### src/rtl/id_pkg.sv
`default_nettype none
// ============================================================================
// Module      : id_pkg
// Description : Shared constants and types for the decode-stage dispatch slot:
//               invalid-tag encoding, execution-unit indices, default-width
//               op/tag types and the slot state encoding.
// Revision    : 1.0 - initial release
// ============================================================================
package id_pkg;

  // Tag value 0 is reserved to mean "operand value is already present".
  localparam int TAG_W_DEF = 4;
  localparam int OP_W_DEF  = 6;

  typedef logic [TAG_W_DEF-1:0] tag_t;
  typedef logic [OP_W_DEF-1:0]  op_t;

  localparam tag_t TAG_INVALID = '0;

  // Execution unit indices for the default four-unit configuration. The last
  // unit index never receives work; instructions aimed at it are dropped.
  localparam int EX_ALU      = 0;
  localparam int EX_MUL      = 1;
  localparam int EX_LSU      = 2;
  localparam int EX_ERR_UNIT = 3;

  typedef enum logic [0:0] {
    ST_EMPTY = 1'b0,
    ST_HELD  = 1'b1
  } state_t;

endpackage : id_pkg
`default_nettype wire

### src/rtl/id_operand_sel.sv
`default_nettype none
// ============================================================================
// Module      : id_operand_sel
// Description : Combinational operand source select with write-back bypass.
//               Priority: direct source (PC/imm) > register with bypass hit >
//               register value/tag > zero. Lowest write-back channel wins when
//               several match. With i_src_en=0 and i_reg_en=1 it also acts as
//               the tag snoop for an operand already held in the slot.
// Ports       : i_src_en/i_src_val   direct source select and value
//               i_reg_en             register source select
//               i_rf_tag/i_rf_val    register-status tag and register value
//               i_wb_valid/tag/data  flattened write-back channels
//               o_val/o_tag          selected operand value and tag
// Revision    : 1.0 - initial release
// ============================================================================
module id_operand_sel
  import id_pkg::*;
#(
  parameter int XLEN   = 32,
  parameter int TAG_W  = 4,
  parameter int NUM_WB = 2
) (
  input  logic                    i_src_en,
  input  logic [XLEN-1:0]         i_src_val,
  input  logic                    i_reg_en,
  input  logic [TAG_W-1:0]        i_rf_tag,
  input  logic [XLEN-1:0]         i_rf_val,
  input  logic [NUM_WB-1:0]       i_wb_valid,
  input  logic [NUM_WB*TAG_W-1:0] i_wb_tag,
  input  logic [NUM_WB*XLEN-1:0]  i_wb_data,
  output logic [XLEN-1:0]         o_val,
  output logic [TAG_W-1:0]        o_tag
);

  logic            w_hit;
  logic [XLEN-1:0] w_hit_data;

  // Scan from the highest channel down so the lowest matching channel is
  // the last assignment and therefore wins.
  always_comb begin
    w_hit      = 1'b0;
    w_hit_data = '0;
    for (int k = NUM_WB - 1; k >= 0; k--) begin
      if (i_wb_valid[k] && (i_wb_tag[k*TAG_W +: TAG_W] == i_rf_tag)) begin
        w_hit      = 1'b1;
        w_hit_data = i_wb_data[k*XLEN +: XLEN];
      end
    end
  end

  always_comb begin
    o_val = '0;
    o_tag = '0;
    if (i_src_en) begin
      o_val = i_src_val;
    end else if (i_reg_en) begin
      if ((i_rf_tag != TAG_W'(TAG_INVALID)) && w_hit) begin
        o_val = w_hit_data;
      end else begin
        o_val = i_rf_val;
        o_tag = i_rf_tag;
      end
    end
  end

endmodule : id_operand_sel
`default_nettype wire

### src/rtl/id_dispatch.sv
`default_nettype none
// ============================================================================
// Module      : id_dispatch
// Description : One-entry dispatch slot between decode/register-status read
//               and the ID/EX latch. Selects operands (PC/imm/bypass/RF),
//               allocates a ROB tag on acceptance, holds the instruction while
//               the target reservation station is full and snoops write-back
//               channels so pending operand tags resolve in place.
// Optional    : define ID_DISPATCH_STATS_EN to add saturating stall counters
//               stat_rob_stall and stat_rs_stall.
// Ports       : clk, rst (async, active high), flush
//               in_*      decoded instruction + valid/ready handshake
//               rf_*      register-status tags and register values
//               rob_*     ROB free-tag interface and allocation pulse
//               wb_*      flattened write-back (CDB) channels
//               rs_full   per-unit reservation station full
//               out_*     held instruction + valid/ready handshake
// Revision    : 1.0 - initial release
// ============================================================================
module id_dispatch
  import id_pkg::*;
#(
  parameter int XLEN   = 32,
  parameter int TAG_W  = 4,
  parameter int NUM_WB = 2,
  parameter int NUM_EX = 4,
  parameter int OP_W   = 6
) (
  input  logic                       clk,
  input  logic                       rst,
  input  logic                       flush,
  input  logic                       in_valid,
  output logic                       in_ready,
  input  logic [OP_W-1:0]            in_op,
  input  logic [$clog2(NUM_EX)-1:0]  in_ex_unit,
  input  logic [XLEN-1:0]            in_pc,
  input  logic [XLEN-1:0]            in_imm,
  input  logic                       in_pc_en,
  input  logic                       in_imm_en,
  input  logic                       in_rs1_en,
  input  logic                       in_rs2_en,
  input  logic [TAG_W-1:0]           rf_tag1,
  input  logic [TAG_W-1:0]           rf_tag2,
  input  logic [XLEN-1:0]            rf_val1,
  input  logic [XLEN-1:0]            rf_val2,
  input  logic                       rob_full,
  input  logic [TAG_W-1:0]           rob_avail_tag,
  output logic                       rob_alloc,
  input  logic [NUM_WB-1:0]          wb_valid,
  input  logic [NUM_WB*TAG_W-1:0]    wb_tag,
  input  logic [NUM_WB*XLEN-1:0]     wb_data,
  input  logic [NUM_EX-1:0]          rs_full,
  output logic                       out_valid,
  input  logic                       out_ready,
  output logic [OP_W-1:0]            out_op,
  output logic [$clog2(NUM_EX)-1:0]  out_ex_unit,
  output logic [XLEN-1:0]            out_pc,
  output logic [XLEN-1:0]            out_imm,
  output logic [TAG_W-1:0]           out_tag1,
  output logic [TAG_W-1:0]           out_tag2,
  output logic [XLEN-1:0]            out_val1,
  output logic [XLEN-1:0]            out_val2,
  output logic [TAG_W-1:0]           out_target
`ifdef ID_DISPATCH_STATS_EN
  ,
  output logic [31:0]                stat_rob_stall,
  output logic [31:0]                stat_rs_stall
`endif
);

  localparam int                EXU_W    = $clog2(NUM_EX);
  localparam logic [EXU_W-1:0]  ERR_UNIT = EXU_W'(NUM_EX - 1);

  state_t            r_state;
  state_t            w_state_nxt;

  logic [OP_W-1:0]   r_op;
  logic [EXU_W-1:0]  r_ex_unit;
  logic [XLEN-1:0]   r_pc;
  logic [XLEN-1:0]   r_imm;
  logic [TAG_W-1:0]  r_tag1;
  logic [TAG_W-1:0]  r_tag2;
  logic [XLEN-1:0]   r_val1;
  logic [XLEN-1:0]   r_val2;
  logic [TAG_W-1:0]  r_target;

  logic              w_held;
  logic              w_dispatch;
  logic              w_in_ready;
  logic              w_accept;
  logic              w_load;

  logic [XLEN-1:0]   w_sel_val1;
  logic [XLEN-1:0]   w_sel_val2;
  logic [TAG_W-1:0]  w_sel_tag1;
  logic [TAG_W-1:0]  w_sel_tag2;

  // --------------------------------------------------------------------------
  // Slot FSM
  // --------------------------------------------------------------------------
  always_ff @(posedge clk or posedge rst) begin
    if (rst) begin
      r_state <= ST_EMPTY;
    end else begin
      r_state <= w_state_nxt;
    end
  end

  always_comb begin
    w_state_nxt = r_state;
    w_held      = (r_state == ST_HELD);
    w_dispatch  = w_held & out_ready & ~rs_full[r_ex_unit];
    w_in_ready  = ~rob_full & (~w_held | w_dispatch) & ~flush;
    w_accept    = in_valid & w_in_ready;
    // Instructions for the error unit are swallowed without a ROB entry.
    w_load      = w_accept & (in_ex_unit != ERR_UNIT);

    if (flush) begin
      w_state_nxt = ST_EMPTY;
    end else if (w_load) begin
      w_state_nxt = ST_HELD;
    end else if (w_dispatch) begin
      w_state_nxt = ST_EMPTY;
    end
  end

  // --------------------------------------------------------------------------
  // Operand select. On a load the selectors see the incoming instruction;
  // otherwise they see the held operand as a register source, which turns
  // them into the write-back snoop for the slot.
  // --------------------------------------------------------------------------
  id_operand_sel #(
    .XLEN   (XLEN),
    .TAG_W  (TAG_W),
    .NUM_WB (NUM_WB)
  ) u_sel1 (
    .i_src_en   (w_load & in_pc_en),
    .i_src_val  (in_pc),
    .i_reg_en   (w_load ? in_rs1_en : 1'b1),
    .i_rf_tag   (w_load ? rf_tag1 : r_tag1),
    .i_rf_val   (w_load ? rf_val1 : r_val1),
    .i_wb_valid (wb_valid),
    .i_wb_tag   (wb_tag),
    .i_wb_data  (wb_data),
    .o_val      (w_sel_val1),
    .o_tag      (w_sel_tag1)
  );

  id_operand_sel #(
    .XLEN   (XLEN),
    .TAG_W  (TAG_W),
    .NUM_WB (NUM_WB)
  ) u_sel2 (
    .i_src_en   (w_load & in_imm_en),
    .i_src_val  (in_imm),
    .i_reg_en   (w_load ? in_rs2_en : 1'b1),
    .i_rf_tag   (w_load ? rf_tag2 : r_tag2),
    .i_rf_val   (w_load ? rf_val2 : r_val2),
    .i_wb_valid (wb_valid),
    .i_wb_tag   (wb_tag),
    .i_wb_data  (wb_data),
    .o_val      (w_sel_val2),
    .o_tag      (w_sel_tag2)
  );

  // --------------------------------------------------------------------------
  // Slot datapath
  // --------------------------------------------------------------------------
  always_ff @(posedge clk or posedge rst) begin
    if (rst) begin
      r_op      <= '0;
      r_ex_unit <= '0;
      r_pc      <= '0;
      r_imm     <= '0;
      r_tag1    <= '0;
      r_tag2    <= '0;
      r_val1    <= '0;
      r_val2    <= '0;
      r_target  <= '0;
    end else if (w_load) begin
      r_op      <= in_op;
      r_ex_unit <= in_ex_unit;
      r_pc      <= in_pc;
      r_imm     <= in_imm;
      r_tag1    <= w_sel_tag1;
      r_tag2    <= w_sel_tag2;
      r_val1    <= w_sel_val1;
      r_val2    <= w_sel_val2;
      r_target  <= rob_avail_tag;
    end else if (w_held) begin
      // Snoop result; a resolved tag is replaced by (data, 0), an unresolved
      // or already-zero tag passes through unchanged.
      r_tag1    <= w_sel_tag1;
      r_tag2    <= w_sel_tag2;
      r_val1    <= w_sel_val1;
      r_val2    <= w_sel_val2;
    end
  end

  assign in_ready    = w_in_ready;
  assign rob_alloc   = w_load;
  assign out_valid   = w_held;
  assign out_op      = r_op;
  assign out_ex_unit = r_ex_unit;
  assign out_pc      = r_pc;
  assign out_imm     = r_imm;
  assign out_tag1    = r_tag1;
  assign out_tag2    = r_tag2;
  assign out_val1    = r_val1;
  assign out_val2    = r_val2;
  assign out_target  = r_target;

`ifdef ID_DISPATCH_STATS_EN
  // --------------------------------------------------------------------------
  // Saturating stall counters, cleared only by reset.
  // --------------------------------------------------------------------------
  logic [31:0] r_rob_stall;
  logic [31:0] r_rs_stall;

  always_ff @(posedge clk or posedge rst) begin
    if (rst) begin
      r_rob_stall <= '0;
      r_rs_stall  <= '0;
    end else begin
      if (in_valid && rob_full && !(&r_rob_stall)) begin
        r_rob_stall <= r_rob_stall + 32'd1;
      end
      if (w_held && rs_full[r_ex_unit] && !(&r_rs_stall)) begin
        r_rs_stall <= r_rs_stall + 32'd1;
      end
    end
  end

  assign stat_rob_stall = r_rob_stall;
  assign stat_rs_stall  = r_rs_stall;
`endif

endmodule : id_dispatch
`default_nettype wire

### config.mk
export PLATFORM = sky130hd
export DESIGN_NAME = id_dispatch
export DESIGN_NICKNAME = d
export VERILOG_FILES = /design/src/rtl/id_pkg.sv /design/src/rtl/id_operand_sel.sv /design/src/rtl/id_dispatch.sv
export SDC_FILE = /design/constraint.sdc
export NUM_CORES = 1
export LEC_CHECK = 0
export ABC_AREA = 1
export CORE_AREA = 2 2 150 152
export CTS_BUF_LIST = sky130_fd_sc_hd__clkbuf_16
export DETAILED_ROUTE_END_ITERATION = 7
export DIE_AREA = 0 0 152 154
export DONT_BUFFER_PORTS = 1
export GPL_TIMING_DRIVEN = 0
export PLACE_DENSITY = 0.76
export SETUP_SLACK_MARGIN = 0.02
export SYNTH_ARGS = -nofsm -noshare
export SYNTH_HDL_FRONTEND = slang
export SYNTH_HIERARCHICAL = 1
export SYNTH_SLANG_ARGS = --single-unit
### constraint.sdc
create_clock -name clk -period 6.2 [get_ports clk]
set_clock_uncertainty 0.1 [all_clocks]
set_input_delay 1.24 -clock clk [delete_from_list [all_inputs] [get_ports clk]]
set_output_delay 1.24 -clock clk [all_outputs]
set_load 0.02 [all_outputs]
* Word level (Yosys, flattened, before mapping)
Index checks and enable logic that the tools add are counted.
Cells by class: bitwise logic cells 13, magnitude comparators 1, muxes and demuxes 39, reduce and logical (&&, ||, !) cells 10, equal/unequal tests 5
Operators by type and width (number):
- $mux 32 | 16
- $mux 4 | 12
- $eq 4x4->1 | 4
- $mux 1 | 10
- $and 1x1->1 | 8
- $reduce_bool 4->1 | 2
- $logic_and 1x1->1 | 6
- $not 1->1 | 4
- $lt 2x3->1 const B | 1
- $reduce_bool 3->1 | 1
- $bmux 1 s2 | 1
- $ne 2x2->1 const B | 1
- $reduce_bool 2->1 | 1
- $or 1x1->1 | 1
Word-level totals: input port bits 236, flip-flop bits (word level) 149, word-level logic and storage cells 78, output and inout bits 151

* Depth between registers and ports, before layout
Gate-level depths: netlist of the first run.
depth in word-level cells 20, mapped depth 25, mapped depth without buffers 22

* Cells and area by module
Netlist of the first run, hierarchy kept.
By module, submodules not included:
- id_dispatch | cells an instance 894, times used 1, area an instance 6802.8 um^2
- id_operand_sel | cells an instance 393, times used 2, area an instance 2020.7 um^2

* Least setup slack after synthesis of the first run
Ideal clock, no wire load.
path kind input port to flip-flop, from input port rs_full[3], to register r_val1[15], in the netlist out_val1[15], buffers on the path 4, data arrival time 3320 ps, slack 2663 ps, required time 5983 ps, cell stages on the path 22, path through inv_1 nand2_1 nand3_1 nand3_1 nand2_1 nand3_2 buf_6 buf_6 buf_6 nand2_1 nand2_1 xnor2_2 nand3_4 nand2_4 nand2_4 inv_6 buf_12 nand3_2 nand2_1 nand2_1 nand2_1 nand2_1
On the way: word-level cells in the longest chain between the ends 20, elaborated cells between the ends (all ways) 29, those cells by class 2 x eq/ne; 14 x mux; 8 x bitwise; 5 x reduce/logical
RTL lines:
- from (decl) | line id_dispatch.sv:52 | input logic [NUM_EX-1:0] rs_full,
- $bmux 1 s2 (*) | line id_dispatch.sv:112 | w_dispatch = w_held & out_ready & ~rs_full[r_ex_unit];
- $mux 1 (not written as such) (*) | line id_dispatch.sv:112
- $not 1->1 (*) | line id_dispatch.sv:112
- $and 1x1->1 (*) | line id_dispatch.sv:112
- $or 1x1->1 (*) | line id_dispatch.sv:113 | w_in_ready = ~rob_full & (~w_held | w_dispatch) & ~flush;
- $and 1x1->1 (*) (2 in series) | line id_dispatch.sv:113
- $and 1x1->1 (*) | line id_dispatch.sv:114 | w_accept = in_valid & w_in_ready;
- $and 1x1->1 (*) | line id_dispatch.sv:116 | w_load = w_accept & (in_ex_unit != ERR_UNIT);
- (+3 left out)
- $mux 1 (2 in series) | line id_operand_sel.sv:44 | if (i_wb_valid[k] && (i_wb_tag[k*TAG_W +: TAG_W] == i_rf_tag)) begin
- $logic_and 1x1->1 | line id_operand_sel.sv:57 | if ((i_rf_tag != TAG_W'(TAG_INVALID)) && w_hit) begin
- $mux 32 | line id_operand_sel.sv:57
- $mux 32 | line id_operand_sel.sv:56 | end else if (i_reg_en) begin
- $mux 32 (*) | line id_operand_sel.sv:54 | if (i_src_en) begin
- net w_sel_val1[15] | line id_dispatch.sv:93 | logic [XLEN-1:0] w_sel_val1;
- $mux 32 | line id_dispatch.sv:190 | end else if (w_held) begin
- $mux 32 (*) | line id_dispatch.sv:180 | end else if (w_load) begin
- to (signal assigned) | line id_dispatch.sv:187 | r_val1 <= w_sel_val1;
- to (signal assigned) | line id_dispatch.sv:195 | r_val1 <= w_sel_val1;
- to (decl) | line id_dispatch.sv:83 | logic [XLEN-1:0] r_val1;
The timed path passes the listed nets; every way through them passes the cells marked *. The select of a mux whose other input is x is not followed. A chain may end at the register's enable or synchronous reset.

* Final worst setup path of the first run
from input port rs_full[3], to register r_val2[14], in the netlist out_val2[14]
On the way: word-level cells in the longest chain between the ends 20, elaborated cells between the ends (all ways) 29, those cells by class 2 x eq/ne; 14 x mux; 8 x bitwise; 5 x reduce/logical
RTL lines:
- $bmux 1 s2 (*) | line id_dispatch.sv:112
- $mux 1 (not written as such) (*) | line id_dispatch.sv:112
- $not 1->1 (*) | line id_dispatch.sv:112
- $and 1x1->1 (*) | line id_dispatch.sv:112
- $or 1x1->1 (*) | line id_dispatch.sv:113
- $and 1x1->1 (*) (2 in series) | line id_dispatch.sv:113
- $and 1x1->1 (*) | line id_dispatch.sv:114
- $and 1x1->1 (*) | line id_dispatch.sv:116
- (+3 left out)
- $mux 1 (2 in series) | line id_operand_sel.sv:44
- $logic_and 1x1->1 | line id_operand_sel.sv:57
- $mux 32 | line id_operand_sel.sv:57
- $mux 32 | line id_operand_sel.sv:56
- $mux 32 (*) | line id_operand_sel.sv:54
- net w_sel_val2[14] | line id_dispatch.sv:94 | logic [XLEN-1:0] w_sel_val2;
- $mux 32 | line id_dispatch.sv:190
- $mux 32 (*) | line id_dispatch.sv:180
- to (signal assigned) | line id_dispatch.sv:188 | r_val2 <= w_sel_val2;
- to (signal assigned) | line id_dispatch.sv:196 | r_val2 <= w_sel_val2;
- to (decl) | line id_dispatch.sv:84 | logic [XLEN-1:0] r_val2;
Marked as above.

==> impl_table.tex, run 1 <==
\begin{tabular}{lr}
\hline
Metric & Value \\
\hline
\multicolumn{2}{l}{\textbf{Final layout}} \\
Net count of the finished layout & about 1.9k \\
Area of the multi-input gates & 0.00579 sq mm \\
Final core utilization & 54.5\% \\
Commonest non-fill, non-tap cell in the layout & nand2\_1 \\
Register Area & 0.00373 sq mm \\
Layout Area Growth over Synthesis & 9.01\% \\
Fraction of layout instances using a drive strength above 1 & 13.0\% \\
Number of standard cells in the layout, taps in and fillers out & 1997 \\
Final Instance Area & approximately 0.012 sq mm \\
Fill cells & roughly 2.1k \\
Most used cells in the layout excluding fill and tap cells & nand2\_1, inv\_1, dfrtp\_1 \\
\multicolumn{2}{l}{\textbf{Yosys}} \\
Cell taking the most area after synthesis & dfrtp\_1 \\
Synthesized instance count & 1680 \\
Sequential share of the synthesized area & around 34\% \\
Synth top area cells & dfrtp\_1, nand2\_1, nand3\_2 \\
Number of different library cells in the post-synthesis netlist & 30 \\
Number of warning messages in the yosys log & 6 \\
Synthesized cell area & 0.0108 sq mm \\
Number of flops mapped to enable cells by yosys & 0 \\
Share of flip-flops with an asynchronous set or reset after synthesis & 100\% \\
Count of state elements after synthesis & between 100 and 150 \\
Top flip-flop cell by instance count after synthesis & dfrtp\_1 \\
Average footprint of a synthesized cell & between 6 and 7 sq um \\
Net count after synthesis & roughly 1.9k \\
Portion of synthesized cell area occupied by the leading cell type & 34.4\% \\
\multicolumn{2}{l}{\textbf{STA}} \\
Worst-margin pin slew & $\sim$0.76 ns \\
Min cycle time layout & 4.39 ns \\
RSZ-0062 raised after global routing & false \\
Setup-failing EPs final & 0 \\
Part of the cycle the worst path needs & 70.8\% \\
Max-slew violation count & 0 \\
Worst max-slew margin expressed relative to the limit & between 40\% and 50\% \\
Hold Slack & 0.520 ns \\
Final number of hold-violating endpoints & 0 \\
Fin Setup TNS & 0 ns \\
Final setup slack of the worst path & $\sim$1.8 ns \\
Achievable Freq & $\sim$230 MHz \\
\multicolumn{2}{l}{\textbf{Setup path}} \\
Required time worst endpoint & about 6.4 ns \\
Worst setup path class & input pin to flip-flop \\
Crit-path max FO & 10 \\
Data arrival, critical path & between 4 and 5 ns \\
Buffer and inverter count on the worst path & 7 \\
Worst Setup End Kind & flip-flop \\
Family with the most delay on the worst path & simple AND/OR/NAND/NOR gates \\
Slowest stage cell on the critical path & buf\_2 \\
Most Frequent Cell on Critical Path & nand2\_1 \\
Max stage delay on crit path & approximately 0.35 ns \\
Critical path launch point type & input pin \\
\multicolumn{2}{l}{\textbf{Placed design}} \\
Quantity of I/O buffers inserted on ports & 0 \\
Dpl hpwl & 31.4 mm \\
Total placed cells including tap cells & between 1.5k and 2k \\
Final weighted congestion in routability-driven placement & 0.962 \\
Placed cell area & between 0.01 and 0.015 sq mm \\
Pre-CTS setup slack & roughly 1.5 ns \\
\multicolumn{2}{l}{\textbf{Power}} \\
Share of power burned in registers & between 40\% and 50\% \\
Total power of the final layout & between 4 and 5 mW \\
Switching share of power & 47.9\% \\
Leakage component of the power & approximately 6.3 nW \\
Worst vdd ir & 226 uV \\
Proportion of power drawn by combinational gates & approximately a third \\
Cell internal pwr & about 2.4 mW \\
Power Density & a little under 400 mW/mm\^{}2 \\
Net switching power & roughly 2.2 mW \\
Clock group share of total power & about 22\% \\
\multicolumn{2}{l}{\textbf{Drt}} \\
Number of vias after detailed routing & around 11k \\
Via density per instance & between 5 and 6 \\
Remaining number of nets flagged by the antenna check after routing & 0 \\
Number of DRC violations after detailed-routing iteration 0 & a little over 800 \\
Total routed wirelength & slightly above 40 mm \\
Number of remaining DRC errors & 0 \\
Drt wl/cell & about 20 um \\
DRT Pass-1 Iters & 5 \\
\multicolumn{2}{l}{\textbf{Global route}} \\
Remaining Overflow, GRT & 0 \\
Maximum number of pins on one net before global-route repair & 54 \\
Total GRT Usage & around 34\% \\
First-pass GRT wire length & slightly above 60 mm \\
Number of global-route vias before repair & approximately 11k \\
Initial antenna violation count & 2 \\
\multicolumn{2}{l}{\textbf{Clock network}} \\
Clock buffer count from CTS & 17 \\
\# H-tree levels & 4 \\
Total setup buffers inserted after CTS & 0 \\
CTS tree & yes \\
Longest Clk Path Bufs & 2 \\
Post-cts resize count & 0 \\
Library cell used as clock root buffer & clkbuf\_16 \\
Later-pin clock latency in the skew report & between 0.4 and 0.5 ns \\
Clock transition at the registers of the reported paths & approximately 0.070 ns \\
Hold-fix buffers, CTS & 0 \\
Sinks on the clock net & approximately 150 \\
\multicolumn{2}{l}{\textbf{Die}} \\
Area of the die & 0.0234 sq mm \\
I/O pin cnt & 387 \\
Starting Density & between 40 and 50\% \\
Row cnt & 54 \\
Die H & 154 um \\
Overall die width & between 150 and 200 um \\
Core Box Area & between 0.02 and 0.025 sq mm \\
\multicolumn{2}{l}{\textbf{Outcome}} \\
Result of the run & completed \\
\multicolumn{2}{l}{\textbf{Hold path}} \\
Class of the tightest hold or removal check & flip-flop to flip-flop \\
\multicolumn{2}{l}{\textbf{Job}} \\
MaxCap Viol Count & 0 \\
\hline
\end{tabular}
==> logic make-up (layout without fill, tap and decap cells) <==
group	after synthesis	count (layout)	synth area share [%]
xor gates and xnor gates	4	4	0.462
buffers and inverters	272	306	12.2
DFF	149	149	34.4
and+or+nand+nor	1188	1188	48.4
other	0	3	0
AOI/OAI and AO/OA	67	67	4.52
==> sequential cells by signal, summed over array words and instances, names as in the netlist <==
register,flops
out_imm,32
out_pc,32
out_val1,32
out_val2,32
out_op,6
out_tag1,4
out_tag2,4
out_target,4
out_ex_unit,2
out_valid,1
==> power by group through the flow <==
stage                     sequential [mW]  combinational (mW)  clock, mW
final                                2.05                1.57       1.03
after global routing                 2.09                1.80       1.08
after CTS                            2.05                1.56       1.04
after detailed placement             2.06                1.55          0
after global placement               2.05                1.49          0
after floorplan                      1.93                1.26          0
==> cell usage after synthesis, types with 2 or more instances <==
library cell  number
a21boi_0           2
a21oi_1           24
a21oi_2           40
buf_1              4
buf_12             6
buf_2             27
buf_4              6
buf_6             19
clkbuf_1          49
dfrtp_1          149
inv_1            150
inv_2              8
inv_6              2
nand2_1          876
nand2_2            8
nand2_4            5
nand3_1           82
nand3_2           59
nand3_4            2
nand4_1           66
nor2_1            75
nor2_4             2
nor2_8             2
nor3_1             8
or2_1              2
xnor2_1            2
xnor2_2            2
==> layer usage <==
layer / global-route usage [%] / vias to the layer above / routed length, um
met2: 55.1 / 597 / 18500
met3: 9.16 / 110 / 3940
met4: 16.2 / 0 / 1870
met5: 0 / - / 0
met1: 42.3 / 5016 / 15900
li1: - / 5213 / -
==> final cells by class <==
cell class / instances / area share (%)
Multi-Input combinational cell: 1259 / 49.0
Antenna cell: 3 / 0.0635
Buffer: 111 / 6.03
Clock inverter: 15 / 1.13
Inverter: 161 / 5.24
Clock buffer: 17 / 3.60
Timing Repair Buffer: 2 / 0.466
Sequential cell: 149 / 31.5
Tap cell: 280 / 2.96
==> worst register-to-register path, stage by stage (launching register included) <==
cell and delay, ns:
dfrtp_1 0.49, inv_1 0.11, nand2_1 0.06, nand3b_1 0.08
nand3_1 0.09, nand2_1 0.10, nand3_2 0.09, inv_2 0.24
buf_2 0.35, buf_2 0.34, nand2_1 0.09, nand2_1 0.15
inv_2 0.09, nand2_1 0.10, nand2_2 0.07, nor2_4 0.28
nand3_4 0.21, nand2_4 0.15, nand2_4 0.14, inv_6 0.15
buf_12 0.15, nand3_2 0.13, nand2_1 0.12, nand2_1 0.06
nand2_1 0.06, nand2_1 0.05
==> path summary, 6_finish.rpt <==
kind / slack (ns) / end / start / depth (start not counted)
worst max-delay path: 1.81 / out_val2[14] / rs_full[3] / 25
worst min-delay path: 0.52 / out_pc[14] / out_pc[14] / 2
worst max register to register: 2.05 / out_val2[14] / out_ex_unit[0] / 25
worst min register to register: 0.52 / out_pc[14] / out_pc[14] / 2
max in group asynchronous: 4.46 / out_val1[1] / rst / 3
min in group asynchronous: 0.60 / out_op[3] / rst / 1
Power figures use the tool's default switching activity.
==> run 2: changes to the inputs <==
clock period = 4.6 ns   (was 6.2 ns; I/O delays follow)
==> impl_table.tex, run 2 (same netlist as run 1, synthesis figures left out) <==
\begin{tabular}{lr}
\hline
Metric & Value \\
\hline
\multicolumn{2}{l}{\textbf{Outcome}} \\
Result of the run & completed \\
\multicolumn{2}{l}{\textbf{Final layout}} \\
Net count of the finished layout & slightly below 2k \\
Commonest non-fill, non-tap cell in the layout & nand2\_1 \\
Number of standard cells in the layout, taps in and fillers out & 1996 \\
Most used cells in the layout excluding fill and tap cells & nand2\_1, inv\_1, dfrtp\_1 \\
Fill cells & 2141 \\
Fraction of layout instances using a drive strength above 1 & a little over an eighth \\
Layout Area Growth over Synthesis & 9.68\% \\
Final Instance Area & approximately 0.012 sq mm \\
\multicolumn{2}{l}{\textbf{Clock network}} \\
\# H-tree levels & 4 \\
Library cell used as clock root buffer & clkbuf\_16 \\
Hold-fix buffers, CTS & 0 \\
Longest Clk Path Bufs & 2 \\
Clock transition at the registers of the reported paths & about 0.070 ns \\
Later-pin clock latency in the skew report & roughly 0.43 ns \\
Clock buffer count from CTS & 17 \\
Sinks on the clock net & about 150 \\
CTS tree & yes \\
Total setup buffers inserted after CTS & 0 \\
Post-cts resize count & 0 \\
\multicolumn{2}{l}{\textbf{Drt}} \\
Number of remaining DRC errors & 0 \\
Remaining number of nets flagged by the antenna check after routing & 0 \\
Number of vias after detailed routing & approximately 11k \\
Number of DRC violations after detailed-routing iteration 0 & 877 \\
Drt wl/cell & 20.3 um \\
Via density per instance & between 5 and 6 \\
DRT Pass-1 Iters & 5 \\
Total routed wirelength & about 40 mm \\
\multicolumn{2}{l}{\textbf{Setup path}} \\
Most Frequent Cell on Critical Path & nand2\_1 \\
Required time worst endpoint & approximately 4.8 ns \\
Critical path launch point type & flip-flop \\
Crit-path max FO & 10 \\
Slowest stage cell on the critical path & dfrtp\_1 \\
Buffer and inverter count on the worst path & 7 \\
Worst setup path class & flip-flop to flip-flop \\
Family with the most delay on the worst path & simple AND/OR/NAND/NOR gates \\
Max stage delay on crit path & just under 0.5 ns \\
Worst Setup End Kind & flip-flop \\
Data arrival, critical path & between 4 and 5 ns \\
\multicolumn{2}{l}{\textbf{STA}} \\
RSZ-0062 raised after global routing & false \\
Part of the cycle the worst path needs & approximately nine tenths \\
Hold Slack & 0.417 ns \\
Final number of hold-violating endpoints & 0 \\
Worst max-slew margin expressed relative to the limit & between 40\% and 50\% \\
Worst-margin pin slew & around 0.87 ns \\
Setup-failing EPs final & 0 \\
Min cycle time layout & approximately 4.2 ns \\
Max-slew violation count & 0 \\
Achievable Freq & 239 MHz \\
Fin Setup TNS & 0 ns \\
\multicolumn{2}{l}{\textbf{Power}} \\
Worst vdd ir & between 200 and 300 uV \\
Leakage component of the power & between 6 and 7 nW \\
Clock group share of total power & roughly a quarter \\
Total power of the final layout & 6.46 mW \\
Share of power burned in registers & between 40\% and 50\% \\
Net switching power & slightly above 3 mW \\
Switching share of power & 46.8\% \\
Cell internal pwr & approximately 3.4 mW \\
Power Density & 543 mW/mm\^{}2 \\
Proportion of power drawn by combinational gates & 32.9\% \\
\multicolumn{2}{l}{\textbf{Global route}} \\
First-pass GRT wire length & roughly 62 mm \\
Remaining Overflow, GRT & 0 \\
Maximum number of pins on one net before global-route repair & 43 \\
Total GRT Usage & 34.1\% \\
Number of global-route vias before repair & 10.5k \\
Initial antenna violation count & 1 \\
\multicolumn{2}{l}{\textbf{Die}} \\
Overall die width & $\sim$150 um \\
Starting Density & about half \\
Area of the die & 0.0234 sq mm \\
Core Box Area & between 0.02 and 0.025 sq mm \\
I/O pin cnt & 387 \\
Row cnt & 54 \\
Die H & around 150 um \\
\multicolumn{2}{l}{\textbf{Job}} \\
MaxCap Viol Count & 0 \\
\multicolumn{2}{l}{\textbf{Placed design}} \\
Dpl hpwl & around 31 mm \\
Quantity of I/O buffers inserted on ports & 0 \\
Placed cell area & 0.0113 sq mm \\
Final weighted congestion in routability-driven placement & between 0.9 and 1 \\
Total placed cells including tap cells & 1963 \\
\multicolumn{2}{l}{\textbf{Hold path}} \\
Class of the tightest hold or removal check & input pin to asynchronous set/reset pin \\
\hline
\end{tabular}
[run 2: path summary, 6_finish.rpt]
path	startpoint	to	slack, ns	cells after the start
min	rst	out_imm[22]	0.42	1
max reg2reg	out_ex_unit[0]	out_val2[19]	0.42	25
max in group asynchronous	rst	out_val1[0]	3.01	3
min in group clk	in_imm[20]	out_imm[20]	0.49	2
min reg2reg	out_imm[16]	out_imm[16]	0.52	2
max	out_ex_unit[0]	out_val2[19]	0.42	25
[run 2: layout make-up]
| type | count | area [sq um] | area share [%] |
|---|---|---|---|
| Antenna cell | 1 | 2.50 | 0.0210 |
| Buffer | 111 | 713 | 6.00 |
| Clock buffer | 17 | 425 | 3.58 |
| Clock inverter | 15 | 208 | 1.75 |
| Inverter | 161 | 618 | 5.20 |
| Multi-Input combinational cell | 1259 | 5790 | 48.7 |
| Sequential cell | 149 | 3730 | 31.3 |
| Tap cell | 280 | 350 | 2.95 |
| Timing Repair Buffer | 3 | 60.1 | 0.505 |
[run 2: per-stage QoR]
step           utilization, %  setup WS (ns)
2_1_floorplan               -           1.38
4_1_cts                  54.8          0.507
6_report                 54.8          0.424
3_3_place_gp             51.6          0.183
5_1_grt                  54.8          0.180
3_5_place_dp             51.9          0.135
[run 2: routing by layer]
metal | global-route usage (%) | routed length, um | up-vias
met2 | 55.3 | 18700 | 618
li1 | - | - | 5216
met4 | 14.7 | 1690 | 0
met5 | 0 | 0 | -
met3 | 9.08 | 4170 | 90
met1 | 43.0 | 16000 | 5005
[run 2: power by group through the flow]
stage | logic, mW | registers (mW) | clock network [mW]
2_1_floorplan | 1.70 | 2.60 | 0
3_3_place_gp | 2.01 | 2.77 | 0
3_5_place_dp | 2.09 | 2.78 | 0
4_1_cts | 2.10 | 2.77 | 1.57
5_1_grt | 2.41 | 2.82 | 1.62
6_report | 2.12 | 2.77 | 1.56
==> run 3: changes to the inputs <==
CAP_MARGIN = 20   (was default)
CTS_BUF_LIST = default   (was sky130_fd_sc_hd__clkbuf_16)
HOLD_SLACK_MARGIN = 0.03   (was default)
==> results of run 3 <==
Final layout, timing and power as in run 2 (identical DEF).
